File: config.mk
export PLATFORM = sky130hd
export DESIGN_NAME = mux_arb_nx1_flat
export DESIGN_NICKNAME = d
export VERILOG_FILES = /design/src/rtl/mux_arb_nx1_if.sv /design/src/rtl/mux_arb_nx1.sv /design/src/flat_wrapper.sv
export SDC_FILE = /design/constraint.sdc
export NUM_CORES = 1
export LEC_CHECK = 0
export ABC_CLOCK_PERIOD_IN_PS = 1800
export CORE_MARGIN = 4
export CORE_UTILIZATION = 36
export CTS_BUF_LIST = sky130_fd_sc_hd__clkbuf_4
export DETAILED_ROUTE_END_ITERATION = 8
export PLACE_DENSITY = 0.8
export SLEW_MARGIN = 20
export SYNTH_ARGS = -nofsm -noshare
export SYNTH_HDL_FRONTEND = slang
export SYNTH_SLANG_ARGS = --single-unit
File: constraint.sdc
create_clock -name clk_in -period 1.8 [get_ports clk_in]
set_input_delay 0.36 -clock clk_in [delete_from_list [all_inputs] [get_ports clk_in]]
set_output_delay 0.36 -clock clk_in [all_outputs]
set_load 0.02 [all_outputs]
File: src/rtl/mux_arb_nx1_if.sv
// Bundle of the channel handshakes and the single output port of mux_arb_nx1.
// The slave modport is the multiplexer; the master modport is the driver side
// (all producers plus the downstream consumer).
interface mux_arb_nx1_if #(
  parameter int WIDTH    = 16,
  parameter int CHANNELS = 4
);
  localparam int SEL_W = $clog2(CHANNELS);

  logic [CHANNELS*WIDTH-1:0] data_in;
  logic [CHANNELS-1:0]       valid_in;
  logic [CHANNELS-1:0]       ready_out;
  logic                      mode_in;
  logic [SEL_W-1:0]          sel_in;
  logic [WIDTH-1:0]          y_out;
  logic                      y_valid_out;
  logic                      y_ready_in;
  logic [SEL_W-1:0]          y_chan_out;

  modport slave (
    input  data_in,
    input  valid_in,
    input  mode_in,
    input  sel_in,
    input  y_ready_in,
    output ready_out,
    output y_out,
    output y_valid_out,
    output y_chan_out
  );

  modport master (
    output data_in,
    output valid_in,
    output mode_in,
    output sel_in,
    output y_ready_in,
    input  ready_out,
    input  y_out,
    input  y_valid_out,
    input  y_chan_out
  );
endinterface

File: src/rtl/mux_arb_nx1.sv
// N-channel registered multiplexer with per-channel valid/ready handshakes.
// One channel is granted per cycle, either round-robin starting after the last
// winner or by an explicit select, and its word is captured into a
// single-entry output register that can refill in the same cycle it drains.
module mux_arb_nx1 #(
  parameter int WIDTH    = 16,
  parameter int CHANNELS = 4,
  parameter int SEL_W    = $clog2(CHANNELS)
) (
  input logic           clk_in,
  input logic           rst_n_in,
  mux_arb_nx1_if.slave  bus
);

  logic [WIDTH-1:0]    y_q, y_d;
  logic                y_valid_q, y_valid_d;
  logic [SEL_W-1:0]    y_chan_q, y_chan_d;
  logic [SEL_W-1:0]    last_grant_q, last_grant_d;

  logic                load;
  logic                grant_vld;
  logic [SEL_W-1:0]    grant_idx;
  logic [SEL_W-1:0]    rr_cand;
  logic [CHANNELS-1:0] ready_d;

  // Pick the winning channel; nothing is granted while the output is stalled
  // or while reset is held, so no transfer can be recorded during reset.
  always_comb begin
    load      = !y_valid_q || bus.y_ready_in;
    grant_vld = 1'b0;
    grant_idx = '0;
    rr_cand   = '0;
    if (load && rst_n_in) begin
      if (bus.mode_in) begin
        if (int'(bus.sel_in) < CHANNELS) begin
          if (bus.valid_in[bus.sel_in]) begin
            grant_vld = 1'b1;
            grant_idx = bus.sel_in;
          end
        end
      end else begin
        for (int k = 1; k <= CHANNELS; k++) begin
          rr_cand = SEL_W'((int'(last_grant_q) + k) % CHANNELS);
          if (!grant_vld && bus.valid_in[rr_cand]) begin
            grant_vld = 1'b1;
            grant_idx = rr_cand;
          end
        end
      end
    end
  end

  // One-hot accept toward the granted producer only.
  always_comb begin
    ready_d = '0;
    if (grant_vld) begin
      ready_d[grant_idx] = 1'b1;
    end
  end

  // Next output-register contents: capture the winner, drain when emptied
  // without a refill, otherwise hold the current word untouched.
  always_comb begin
    y_d          = y_q;
    y_valid_d    = y_valid_q;
    y_chan_d     = y_chan_q;
    last_grant_d = last_grant_q;
    if (grant_vld) begin
      y_d          = bus.data_in[int'(grant_idx)*WIDTH +: WIDTH];
      y_chan_d     = grant_idx;
      y_valid_d    = 1'b1;
      last_grant_d = grant_idx;
    end else if (y_valid_q && bus.y_ready_in) begin
      y_valid_d = 1'b0;
    end
  end

  // Output stage and round-robin pointer; the pointer resets to the last
  // channel so that channel 0 is searched first after reset.
  always_ff @(posedge clk_in or negedge rst_n_in) begin
    if (!rst_n_in) begin
      y_q          <= '0;
      y_valid_q    <= 1'b0;
      y_chan_q     <= '0;
      last_grant_q <= SEL_W'(CHANNELS - 1);
    end else begin
      y_q          <= y_d;
      y_valid_q    <= y_valid_d;
      y_chan_q     <= y_chan_d;
      last_grant_q <= last_grant_d;
    end
  end

  assign bus.ready_out   = ready_d;
  assign bus.y_out       = y_q;
  assign bus.y_valid_out = y_valid_q;
  assign bus.y_chan_out  = y_chan_q;

endmodule

File: src/flat_wrapper.sv
// flat-port wrapper written by rule: the top's interface ports become plain ports
module mux_arb_nx1_flat 
#(
  parameter int WIDTH    = 16,
  parameter int CHANNELS = 4,
  parameter int SEL_W    = $clog2(CHANNELS)
)
  (clk_in, rst_n_in, bus_data_in, bus_valid_in, bus_mode_in, bus_sel_in, bus_y_ready_in, bus_ready_out, bus_y_out, bus_y_valid_out, bus_y_chan_out);
  mux_arb_nx1_if #(.WIDTH(WIDTH), .CHANNELS(CHANNELS)) bus_i ();
  input logic clk_in;
  input logic rst_n_in;
  input wire logic [$bits(bus_i.data_in)-1:0] bus_data_in;
  input wire logic [$bits(bus_i.valid_in)-1:0] bus_valid_in;
  input wire logic [$bits(bus_i.mode_in)-1:0] bus_mode_in;
  input wire logic [$bits(bus_i.sel_in)-1:0] bus_sel_in;
  input wire logic [$bits(bus_i.y_ready_in)-1:0] bus_y_ready_in;
  output wire logic [$bits(bus_i.ready_out)-1:0] bus_ready_out;
  output wire logic [$bits(bus_i.y_out)-1:0] bus_y_out;
  output wire logic [$bits(bus_i.y_valid_out)-1:0] bus_y_valid_out;
  output wire logic [$bits(bus_i.y_chan_out)-1:0] bus_y_chan_out;
  assign bus_i.data_in = bus_data_in;
  assign bus_i.valid_in = bus_valid_in;
  assign bus_i.mode_in = bus_mode_in;
  assign bus_i.sel_in = bus_sel_in;
  assign bus_i.y_ready_in = bus_y_ready_in;
  assign bus_ready_out = bus_i.ready_out;
  assign bus_y_out = bus_i.y_out;
  assign bus_y_valid_out = bus_i.y_valid_out;
  assign bus_y_chan_out = bus_i.y_chan_out;
  mux_arb_nx1 #(.WIDTH(WIDTH), .CHANNELS(CHANNELS), .SEL_W(SEL_W)) u_core (.clk_in(clk_in), .rst_n_in(rst_n_in), .bus(bus_i));
endmodule
After elaboration in Yosys (flattened, before gate mapping)
Index checks and enable logic that the tools add are counted.
- register bits: 21
- output and inout port bits: 23
- add/sub/neg operators: 4
- magnitude comparators: 7
- shifts and indexed selects: 1
- mux-type cells: 35
- reduce and logical (&&, ||, !) cells: 12
- operators with widths (operator ; number):
    $shiftx A64 B7 Y16 ; 1
    $mux W1 ; 21
    $lt A2 B3 Y1 const B ; 6
    $mux W2 ; 7
    $bmux W1 S2 ; 5
    $logic_and A1 B1 Y1 ; 6
    $add A2 B1 Y2 const B ; 2
    $add A2 B2 Y2 const B ; 2
    $logic_not A1 Y1 ; 4
    $mux W4 ; 1
    $demux W1 S2 ; 1
    $ge A2 B1 Y1 const B ; 1
    $reduce_bool A2 Y1 ; 1
    $logic_or A1 B1 Y1 ; 1

Logic depth before layout (Yosys ltp)
- word-level depth: 26
- gate-level depth with buffers: 9
- gate-level depth less buffers: 6

Worst setup path before layout
OpenSTA, ideal clock, no wires.
- kind: register to output
- start: register u_core.last_grant_q[0]
- end: output port bus_ready_out[1]
- data arrival time: 1.683 ns
- required time: 1.440 ns
- setup slack: -0.243 ns
- cell stages (with the launch flop): 6
- cells stage by stage: dfstp_2 > o41ai_1 > a211o_2 > nand2_2 > buf_2 > and2_1
- word-level cells in the longest chain between the ends: 26
- elaborated cells on any way between the ends: 42
- those cells by class: add/sub: 4; order compare: 2; mux: 29; reduce/logical: 7
- RTL lines (element ; RTL line ; RTL):
    from (decl) ; mux_arb_nx1.sv:18 ; logic [SEL_W-1:0] last_grant_q, last_grant_d;
    from (signal assigned) ; mux_arb_nx1.sv:85 ; last_grant_q <= SEL_W'(CHANNELS - 1);
    from (signal assigned) ; mux_arb_nx1.sv:90 ; last_grant_q <= last_grant_d;
    $add A2 B1 Y2 ; mux_arb_nx1.sv:43 ; rr_cand = SEL_W'((int'(last_grant_q) + k) % CHANNELS);
    $bmux W1 S2 ; mux_arb_nx1.sv:44 ; if (!grant_vld && bus.valid_in[rr_cand]) begin
    $mux W1 (not written as such) ; mux_arb_nx1.sv:44 ;
    $mux W1 ; mux_arb_nx1.sv:44 ;
    $mux W1 ; mux_arb_nx1.sv:34 ; if (bus.mode_in) begin
    $mux W1 ; mux_arb_nx1.sv:33 ; if (load && rst_n_in) begin
    $logic_not A1 Y1 ; mux_arb_nx1.sv:44 ;
    $logic_and A1 B1 Y1 ; mux_arb_nx1.sv:44 ;
    [10 not listed] ; -- ;
    $mux W2 ; mux_arb_nx1.sv:44 ;
    $mux W2 ; mux_arb_nx1.sv:34 ;
    $mux W2 ; mux_arb_nx1.sv:33 ;
    $lt A2 B3 Y1 (not written as such) / $ge A2 B1 Y1 (equally long branches) ; mux_arb_nx1.sv:57 ; ready_d[grant_idx] = 1'b1;
    $logic_and A1 B1 Y1 (not written as such) ; mux_arb_nx1.sv:57 ;
    $mux W1 (not written as such) ; mux_arb_nx1.sv:57 ;
    $demux W1 S2 ; -- ;
    $mux W4 * ; mux_arb_nx1.sv:56 ; if (grant_vld) begin
    to (decl) ; flat_wrapper.sv:17 ; output wire logic [$bits(bus_i.ready_out)-1:0] bus_ready_out;
Every way passes the cells marked *; elsewhere a longest branch is shown, timed or not. The select of a mux whose other input is x is not followed.

Final worst setup path
- start: register u_core.last_grant_q[1]
- end: output port bus_ready_out[0]
The elaborated chain is that of the path after synthesis.

==> flow_summary.yaml <==
drt:
  first_pass_iters: 4
  ant_nets: 0
  avgRoutedWirePerCell_um: 18.0
  vias: 1783
  avgViaCountPerCell: 5.45
  drc: 0
  drt-total-wl_mm: 5.88
  drt_iter0_markers: 58
timing:
  slew_headroom_pct: 73.4
  setup_slack_ns: -0.423
  min_period_ns: 2.22
  setup_tns_ns: -6.65
  rsz0062_at_grt: "yes"
  hold_viol: 0
  max_freq_ghz: 0.450
  worst_pin_slew_ns: 0.398
  post-route-period-util_pct: 123
  setup_viol: 20
  skew_ns: 0.00124
  slew_viol_final: 0
synthesis:
  synth-seq-cells: 21
  synth-xor-area-share_pct: 0
  synthFlopType: "dfrtp_1"
  syn-num-nets: 235
  synth_area_leader_cell: "dfrtp_1"
  ys_types: 39
  synth_top_family_by_area: "compound AO/OA/AOI/OAI gates"
  syn_inst: 161
  synthMuxAreaShare_pct: 11.4
  synth.area.top_cells: "dfrtp_1 28%, a221oi_2 13%, mux2i_1 11%, a211oi_2 6.7%, nor2_1 4.3%"
  synthesis.area_um2: 1680
  synth_compound_area_share_pct: 30.9
  yosys.area_share.simple_pct: 16.7
  synthAdderAreaFrac_pct: 0
  synth_edf_count: 0
  synth_commonest_cells: "19 x dfrtp_1, 19 x nor2_1, 18 x mux2i_1"
  ys_seq_area_share_pct: 31.5
  async_flop_share_pct: 100
  synth_top_area_share_pct: 28.4
  synth_area_per_cell_um2: 10.4
  synth-warning-count: 0
critical_path:
  cpMostUsedCell: "buf_4"
  critPathKind: "flop to output port"
  critPathArrivalTime_ns: 1.86
  cpLargestDelayFamily: "flip-flops"
  critPathLaunch: "u_core.last_grant_q[1]$_DFFE_PN1P_"
  crit_required_ns: 1.44
  slowest_delay_ns: 0.59
  r2r-start: "u_core.last_grant_q[0]$_DFFE_PN1P_"
  crit_fanout: 3
  cp-end-kind: "output port"
  path_buf_inv: 2
  cp-start-kind: "flop"
  crit_chain: "nand2_1 -> a211oi_2 -> a211o_2 -> buf_4 -> nand3_4 -> nor2_2 -> buf_4"
  crit_slowest_cell: "dfstp_2"
layout:
  fillers: 322
  syn_to_final_growth_pct: 86.9
  drive_gt1_share_pct: 33.8
  final_cells: 327
  nets: 350
  diodes: 0
cts:
  htree_num_levels: 1
  cts_tree: "yes"
  cts_root_buffer: "clkbuf_4"
  cts_buffers: 3
  clkTransAtPathRegs_ns: 0.12
  clockBufferDepth: 2
  cts.sinks: 21
  clock_latency_ns: 0.30
placed_design:
  gp_congestion: 0.864
  dpl.hpwl_mm: 3.95
  place.port_buffers: 96
  numPlacedInstances: 313
global_route:
  grt_pass1_wl_mm: 9.33
  grt_use_total_pct: 19.4
  grt_start_max_net_pins: 38
  grt_pass1_vias: 1833
  grt_overflow_total: 0
  antenna_found_initial: 0
worst_hold_path:
  hp-class: "input pin to asynchronous set/reset pin"
run_status:
  violations: "negative setup slack"
  outcome: "complete, but fails checks"
power:
  ir_worst_vdd_mv: 0.384
  p_leak_nw: 1.33
  p_per_area_nw_per_um2: 755
floorplanning:
  die_h_um: 76.2
  ios: 97
  num_rows: 24
  dieWidth_um: 76.2
  start_util_pct: 37.7
  dieArea_um2: 5810
  core_um2: 4440
job:
  maxCapViolCount: 0
registers in the layout, summed over array words and instances (netlist names):
register / count
u_core.last_grant_q: 2
u_core.bus.y_out: 16
u_core.bus.y_chan_out: 2
u_core.bus.y_valid_out: 1
cell usage in the layout (no fill, tap or decap), drive strengths merged, types with 2 or more instances in the layout:
cell type       n
clkdlybuf4s50  86
buf            30
nor2           20
dfrtp          19
mux2i          18
a211oi         17
and3           16
a221oi         16
inv             6
nand2           6
dlygate4sd2     5
clkbuf          5
nand2b          4
o21ai           4
o21a            3
dfstp           2
and2            2
a21oi           2
nand3           2
power breakdown:
group | leakage [nW] | total, mW | switching [mW] | internal (mW)
Clock | 0.0184 | 0.250 | 0.148 | 0.101
Combinational | 1.08 | 1.41 | 0.670 | 0.742
Sequential | 0.235 | 0.705 | 0.0850 | 0.620
Total | 1.33 | 2.37 | 0.903 | 1.46
repair_timing:
| item | in CTS | in global routing |
|---|---|---|
| gates resized for setup | 50 | 24 |
| gates cloned | 3 | 1 |
| endpoints found under the setup margin | 22 | 23 |
| buffers inserted | 7 | 6 |
| pin swaps | 17 | 18 |
| endpoints found under the hold margin | 0 | 0 |
| hold buffers | 0 | 0 |
cell families (layout without fill, tap and decap cells):
logic type | Yosys count | count (layout)
and+or+nand+nor | 53 | 53
AOI/OAI and AO/OA | 49 | 49
DFF | 21 | 21
muxes | 19 | 19
buffers and inverters | 19 | 133
area by class of cell:
type                       count  area [µm²]  area share (%)
timing repair buffer         123        1270            40.6
multi-input combinational    121        1210            38.8
tap                           52        65.1            2.08
sequential                    21         528            16.8
clock buffer                   4        30.0           0.958
inverter                       6        22.5           0.719
final timing paths:
kind	end	slack (ns)	cells past startpoint
hold / removal	u_core.bus.y_valid_out$_DFFE_PN0P_	0.48	2
min in group clk_in	u_core.bus.y_chan_out[0]$_DFFE_PN0P_	0.50	1
max in group asynchronous	u_core.last_grant_q[1]$_DFFE_PN1P_	1.00	2
setup reg to reg	u_core.bus.y_out[6]$_DFFE_PN0P_	-0.41	9
hold reg to reg	u_core.bus.y_chan_out[0]$_DFFE_PN0P_	0.50	1
setup / recovery	bus_ready_out[0]	-0.42	7
worst register-to-register path, stage by stage, from the launching register on:
cell and delay (ns):
dfstp_2 0.59, buf_6 0.12, a211oi_2 0.04, a211o_2 0.34, buf_6 0.13, a21bo_4 0.26
buf_12 0.15, buf_12 0.13, a221oi_4 0.28, a211oi_2 0.07
per-layer routing:
layer | GRT usage (%) | vias to the layer above | part of all wire [%]
li1 | - | 847 | -
met1 | 23.4 | 864 | 41
met2 | 35.1 | 66 | 52
met3 | 3.78 | 6 | 5.9
met4 | 4.89 | 0 | 1.1
met5 | 0 | - | 0
per-stage QoR:
stage | worst slack (ns) | instance area, µm² | utilization [%] | total power [mW] | hold WS [ns]
final | -0.423 | 3130 | 70.5 | 2.37 | 0.481
after global routing | -0.494 | 3130 | 70.5 | 2.51 | 0.487
after detailed placement | -1.06 | 2750 | 61.9 | 1.92 | 0.480
after floorplan | -0.0728 | 1720 | - | 1.36 | 0.0644
after CTS | -0.433 | 3060 | 68.8 | 2.33 | 0.478
after global placement | -1.04 | 2750 | 61.9 | 1.90 | 0.474
Note: power is estimated with default switching activity, not from simulation.
